**src/rtl/ddr_instr_pkg.sv**
```systemverilog
// ddr_instr_pkg: instruction-slot layout, opcodes and refresh FSM states shared by
// ddr_refresh_scheduler and ddr_refresh_timer.
package ddr_instr_pkg;

  localparam int SLOT_W    = 32;
  localparam int NUM_SLOTS = 4;
  localparam int OP_W      = 3;
  localparam int PEND_W    = 4;

  localparam logic [OP_W-1:0] OP_NOP = 3'd0;
  localparam logic [OP_W-1:0] OP_PRE = 3'd1;
  localparam logic [OP_W-1:0] OP_ACT = 3'd2;
  localparam logic [OP_W-1:0] OP_RD  = 3'd3;
  localparam logic [OP_W-1:0] OP_WR  = 3'd4;
  localparam logic [OP_W-1:0] OP_REF = 3'd5;

  typedef enum logic [2:0] {
    ST_PASS,
    ST_PREA,
    ST_WAIT_RP,
    ST_REF,
    ST_WAIT_RFC
  } ref_state_t;

  // The all-banks flag sits just above the opcode, bank and bank-group fields of a slot.
  function automatic int pall_bit(input int bank_width, input int bg_width);
    return OP_W + bank_width + bg_width;
  endfunction

endpackage

```
**src/rtl/ddr_refresh_timer.sv**
```systemverilog
// ddr_refresh_timer: tREFI interval counter and saturating count of refreshes that are
// due but not yet issued.
module ddr_refresh_timer
  import ddr_instr_pkg::*;
#(
  parameter int TREFI       = 7800,
  parameter int MAX_PENDING = 8
) (
  input  logic              clk,
  input  logic              rst,
  input  logic              ref_en,
  input  logic              ref_done,
  output logic [PEND_W-1:0] ref_pending
);

  localparam int IV_W = $clog2(TREFI);

  logic [IV_W-1:0] iv;
  logic            due;

  assign due = (iv == IV_W'(TREFI - 1));

  always_ff @(posedge clk) begin
    if (rst || !ref_en) begin
      iv          <= '0;
      ref_pending <= '0;
    end else begin
      iv <= due ? '0 : iv + 1'b1;
      // A due event coinciding with an issued REF cancels out.
      if (due && !ref_done) begin
        if (ref_pending != PEND_W'(MAX_PENDING))
          ref_pending <= ref_pending + 1'b1;
      end else if (ref_done && !due && (ref_pending != '0)) begin
        ref_pending <= ref_pending - 1'b1;
      end
    end
  end

endmodule

```
**src/rtl/ddr_refresh_scheduler.sv**
```systemverilog
// ddr_refresh_scheduler: splices PREA/REF pairs into the 128-bit host instruction stream.
// Build option DDR_REF_POSTPONE_EN defers refreshes while the host is streaming.
module ddr_refresh_scheduler
  import ddr_instr_pkg::*;
#(
  parameter int BG_WIDTH    = 2,
  parameter int BANK_WIDTH  = 2,
  parameter int TREFI       = 7800,
  parameter int TRP         = 12,
  parameter int TRFC        = 280,
  parameter int MAX_PENDING = 8
) (
  input  logic         clk,
  input  logic         rst,
  input  logic         ref_en,
  input  logic [127:0] S_AXIS_TDATA,
  input  logic         S_AXIS_TVALID,
  output logic         S_AXIS_TREADY,
  output logic [127:0] M_AXIS_TDATA,
  output logic         M_AXIS_TVALID,
  input  logic         M_AXIS_TREADY,
  output logic [3:0]   ref_pending,
  output logic         ref_busy
);

  localparam int PKT_W    = SLOT_W * NUM_SLOTS;
  localparam int WAIT_MAX = (TRFC > TRP) ? TRFC : TRP;
  localparam int WC_W     = $clog2(WAIT_MAX) + 1;
  localparam int PALL     = pall_bit(BANK_WIDTH, BG_WIDTH);

  ref_state_t       state;
  logic [WC_W-1:0]  wcnt;
  logic [PKT_W-1:0] pkt_q;
  logic             vld_q;
  logic             busy_q;
  logic             pass_q;

  logic             ref_done;
  logic             start;
  logic             pass_sel;
  logic [PKT_W-1:0] prea_pkt;
  logic [PKT_W-1:0] ref_pkt;

  ddr_refresh_timer #(
    .TREFI       (TREFI),
    .MAX_PENDING (MAX_PENDING)
  ) u_timer (
    .clk         (clk),
    .rst         (rst),
    .ref_en      (ref_en),
    .ref_done    (ref_done),
    .ref_pending (ref_pending)
  );

  always_comb begin
    prea_pkt               = '0;
    prea_pkt[OP_W-1:0]     = OP_PRE;
    prea_pkt[PALL]         = 1'b1;
    ref_pkt                = '0;
    ref_pkt[OP_W-1:0]      = OP_REF;
  end

`ifdef DDR_REF_POSTPONE_EN
  assign start = (ref_pending != '0) &&
                 (!S_AXIS_TVALID || (ref_pending == 4'(MAX_PENDING)));
`else
  assign start = (ref_pending != '0);
`endif

  assign ref_done = (state == ST_REF) && M_AXIS_TREADY;

  // Reset forces pass-through combinationally so the host path is live before the first edge.
  assign pass_sel      = pass_q | rst;
  assign M_AXIS_TDATA  = pass_sel ? S_AXIS_TDATA  : pkt_q;
  assign M_AXIS_TVALID = pass_sel ? S_AXIS_TVALID : vld_q;
  assign S_AXIS_TREADY = pass_sel & M_AXIS_TREADY;
  assign ref_busy      = busy_q;

  always_ff @(posedge clk) begin
    if (rst) begin
      state  <= ST_PASS;
      wcnt   <= '0;
      pkt_q  <= '0;
      vld_q  <= 1'b0;
      busy_q <= 1'b0;
      pass_q <= 1'b1;
    end else begin
      case (state)
        ST_PASS: begin
          if (start) begin
            state  <= ST_PREA;
            pkt_q  <= prea_pkt;
            vld_q  <= 1'b1;
            busy_q <= 1'b1;
            pass_q <= 1'b0;
          end
        end
        ST_PREA: begin
          if (M_AXIS_TREADY) begin
            state <= ST_WAIT_RP;
            wcnt  <= WC_W'(TRP - 1);
            pkt_q <= '0;
            vld_q <= 1'b0;
          end
        end
        ST_WAIT_RP: begin
          if (wcnt == '0) begin
            state <= ST_REF;
            pkt_q <= ref_pkt;
            vld_q <= 1'b1;
          end else begin
            wcnt <= wcnt - 1'b1;
          end
        end
        ST_REF: begin
          if (M_AXIS_TREADY) begin
            state <= ST_WAIT_RFC;
            wcnt  <= WC_W'(TRFC - 1);
            pkt_q <= '0;
            vld_q <= 1'b0;
          end
        end
        ST_WAIT_RFC: begin
          if (wcnt == '0) begin
            state  <= ST_PASS;
            busy_q <= 1'b0;
            pass_q <= 1'b1;
          end else begin
            wcnt <= wcnt - 1'b1;
          end
        end
        default: begin
          state  <= ST_PASS;
          wcnt   <= '0;
          pkt_q  <= '0;
          vld_q  <= 1'b0;
          busy_q <= 1'b0;
          pass_q <= 1'b1;
        end
      endcase
    end
  end

endmodule
```
**config.mk**
```make
export PLATFORM = sky130hd
export DESIGN_NAME = ddr_refresh_scheduler
export DESIGN_NICKNAME = d
export VERILOG_FILES = /design/src/rtl/ddr_instr_pkg.sv /design/src/rtl/ddr_refresh_timer.sv /design/src/rtl/ddr_refresh_scheduler.sv
export SDC_FILE = /design/constraint.sdc
export NUM_CORES = 1
export LEC_CHECK = 0
export BUFFER_PORTS_ARGS = -buffer_cell sky130_fd_sc_hd__buf_2
export CAP_MARGIN = 10
export CORE_AREA = 3 3 102 104
export CTS_CLUSTER_DIAMETER = 30
export DETAILED_ROUTE_END_ITERATION = 10
export DIE_AREA = 0 0 105 107
export GPL_ROUTABILITY_DRIVEN = 1
export HOLD_SLACK_MARGIN = 0.08
export PLACE_DENSITY = 0.77
export SYNTH_ARGS = -nofsm -noshare
export SYNTH_HDL_FRONTEND = slang
export SYNTH_HIERARCHICAL = 1
export SYNTH_SLANG_ARGS = --single-unit
```
**constraint.sdc**
```tcl
create_clock -name clk -period 5.4 [get_ports clk]
set_clock_uncertainty 0.05 [all_clocks]
set_input_delay 1.08 -clock clk [delete_from_list [all_inputs] [get_ports clk]]
set_output_delay 1.08 -clock clk [all_outputs]
set_load 0.005 [all_outputs]
```
==> impl_results.md <==
- Vias in the first global route: around 3500
- Final HPWL DP: 13900 um
- Yosys warns: 6
- Layout area overhead: 54.9%
- Chip width: about 110 um
- Slew HR: 0.278
- Hold Crit Class: flop to flop
- Setup WS pre-CTS: ~1.7 ns
- Most frequent cells after synthesis: nor2b_1 (130), dfxtp_1 (35), nor2_1 (30)
- Mapped Area: 2830 um^2
- Post_cts resized: 0
- Top cells by area, synth: nor2b_1 (29%), dfxtp_1 (25%), xnor2_1 (4.6%)
- CTS tree: yes
- Inserted Clock Buffers: 5
- Ordered cell list for the critical path: buf_2 -> nor2_4 -> buf_4 -> nand2_1 -> nand2_1 -> buf_2
- Post-Synthesis Cells: 368
- Max frequency: roughly 270 MHz
- Logic pwr share: 0.270
- Ports: 268
- Filler cell count: ~1000
- Core area: 9640 um^2
- DIE HEIGHT: 107 um
- H-tree depth: 2
- Slew @ Worst Pin: 1.08 ns
- Pwr Density: 148 nW/um^2
- NumNets Final: 760
- Avg Inst Size Synth: 7.69 um^2
- Internal power: 0.000466 W
- Gr usage total: 0.281
- Simple-gate portion of the synthesized area: 0.485
- R2R depth: 11
- Switching share of power: 0.284
- Global route total overflow: 0
- Area share of the largest cell type after synthesis: 0.287
- Share of power burned in the clock network: 0.331
- Main synth FF type: dfxtp_1
- # Post-CTS Setup Buffers: 0
- Synth area leader: nor2b_1
- Hold Buf Count CTS: 0
- Worst EP required: ~4.3 ns
- Arrival @ worst endpoint: roughly 2.6 ns
- Setup TNS: 0 ns
- P_sw: 0.000185 W
- Final worst slack: 1.66 ns
- Clock Latency Late Sink: 0.30 ns
- Fin. Hold Viols: 0
- Routability cong.: 0.931
- Vias post-DR: 3698
- Sequential share of power: 0.399
- Crit-path slowest cell: buf_4
- Fin crit share: 0.693
- CTS Root Cell: clkbuf_8
- Crit-path max cell delay: 0.72 ns
- DRT iter0 DRCs: roughly 280
- Worst ir drop on vdd: 0.0855 mV
- CP Capture Type: output port
- Clk slew on worst S/H paths: 0.07 ns
- Post-synth EDFFs: 0
- Share of cells above drive strength 1: 0.475
- First-pass GRT wire length: around 23000 um
- Pre-Repair DR Iteration Count: 5
- Slew Viols, Final: 0
- Compound-Gate Fraction of Synth Area: 0.115
- Leakage: 2.22 nW
- Largest family of logic cells by synthesized area: simple AND/OR/NAND/NOR gates
- Post-synth ARST share: 0
- Max FO, Critical Path: 92
- Pin count of the biggest net entering global routing: 93
- WL final: 16500 um
- Run status: finished, final reports clean
- Routed Antenna Nets: 0
- Cell with the most instances after synthesis: nor2b_1
- PortBufs: between 200 and 300
- Clk sinks: 35
- #FFs+latches synth: 35
- Minimum clock period: roughly 3.7 ns
- Hold Crit Depth: 1
- Synthesized Nets: 506
- Max_cap viols: 0
- Drc violations: 0
- Drt wl/cell: 21.6 um
- Post-synth cell types: 55
- Initial Utilization: 0.294
- Adder-cell share of the synthesized area: 0.0248
- Initial antenna violation count: 12
- Final setup viols: 0
- Sequential fraction of the synthesis area: 0.248
- Via density: a little under 5
- Total die area: 11200 um^2
- Crit path launch type: input port
- Mux cell area share after synthesis: 0.0318
- RSZ-0062 raised after global routing: no
- Rows: 36
- Worst-case clock buffer depth: 2
- Post-Synth XOR/XNOR Area: 0.0557
- CP Class: input port to output port
## worst max-delay path, delay by kind of cell
family | cells | cell delay, ns
AND/OR/NAND/NOR | 3 | 0.48
buffers and inverters | 3 | 1.03
## cell families (layout without fill, tap and decap cells)
kind of cell	count (synthesis)	in the layout
compound gates	44	44
simple gates	229	229
buf+inv	30	285
other cells	0	5
mux	7	7
flops	35	35
xor+xnor	18	18
fa+ha+maj	5	5
## metal layers
metal | track usage | vias to the layer above | share of wire
met5 | 0 | - | 0.0063
met4 | 0.0515 | 16 | 0.011
met3 | 0.136 | 27 | 0.14
met2 | 0.379 | 239 | 0.39
met1 | 0.403 | 1675 | 0.45
li1 | - | 1741 | -
## layout make-up
type,instances,area [um^2],area share
timing repair buffer,269,1350,0.308
clock buffer,8,100,0.0228
inverter,8,30.0,0.00685
multi-input combinational,303,2020,0.461
tap,133,166,0.0380
sequential,35,701,0.160
antenna,5,12.5,0.00285
## layout by cell type (no fill, tap or decap), types with 2 or more instances in the layout
cell	netlist	layout
buf_2	2	267
nor2b_1	130	130
dfxtp_1	35	35
nor2_1	30	29
nand2_1	22	22
xnor2_1	15	15
o21ai_0	10	10
a21oi_1	9	9
inv_1	8	8
nor3_1	7	7
clkbuf_8	0	7
nor4_1	6	6
diode_2	0	5
nand4_1	5	5
and3_1	4	4
ha_1	4	4
and2_1	3	3
or2_2	3	3
a211oi_1	3	3
nand3_1	3	3
mux2i_1	3	3
xor2_1	3	3
mux2_2	2	2
o21a_1	2	2
o221ai_1	2	2
o22ai_1	2	2
o211a_1	2	2
nand4bb_1	2	2
or3_2	2	2
a2111oi_0	2	2
buf_4	0	2
nand2b_1	2	2
## metrics by stage
step	total power (W)	area [um^2]	hold slack, ns	utilization	std cells
after floorplan	0.000316	2830	0.380	-	368
after global placement	0.000441	4270	0.393	0.443	748
after detailed placement	0.000439	4270	0.407	0.443	748
after CTS	0.000653	4370	0.424	0.453	756
after global routing	0.000679	4380	0.447	0.454	758
final	0.000651	4380	0.420	0.455	761
## path summary, 6_finish.rpt
path | startpoint | endpoint | slack (ns)
setup / recovery | rst | M_AXIS_TDATA[0] | 1.66
hold / removal | u_timer/iv[0] | u_timer/iv[0] | 0.42
setup reg to reg | state[2] | u_timer/ref_pending[3] | 2.41
hold reg to reg | u_timer/iv[0] | u_timer/iv[0] | 0.42
## state kept, by name, summed over array words and instances, names as in the netlist
signal / flops
pass_q: 1
pkt_q: 2
ref_busy: 1
state: 3
u_timer/iv: 13
u_timer/ref_pending: 4
vld_q: 1
wcnt: 10
## power groups by stage
stage | combinational [W] | sequential, W | clock [W]
after floorplan | 0.0000505 | 0.000265 | 0
after global routing | 0.000189 | 0.000259 | 0.000231
after global placement | 0.000175 | 0.000265 | 0
after CTS | 0.000175 | 0.000259 | 0.000219
after detailed placement | 0.000173 | 0.000265 | 0
final | 0.000176 | 0.000259 | 0.000215
Power figures use the tool's default switching activity.
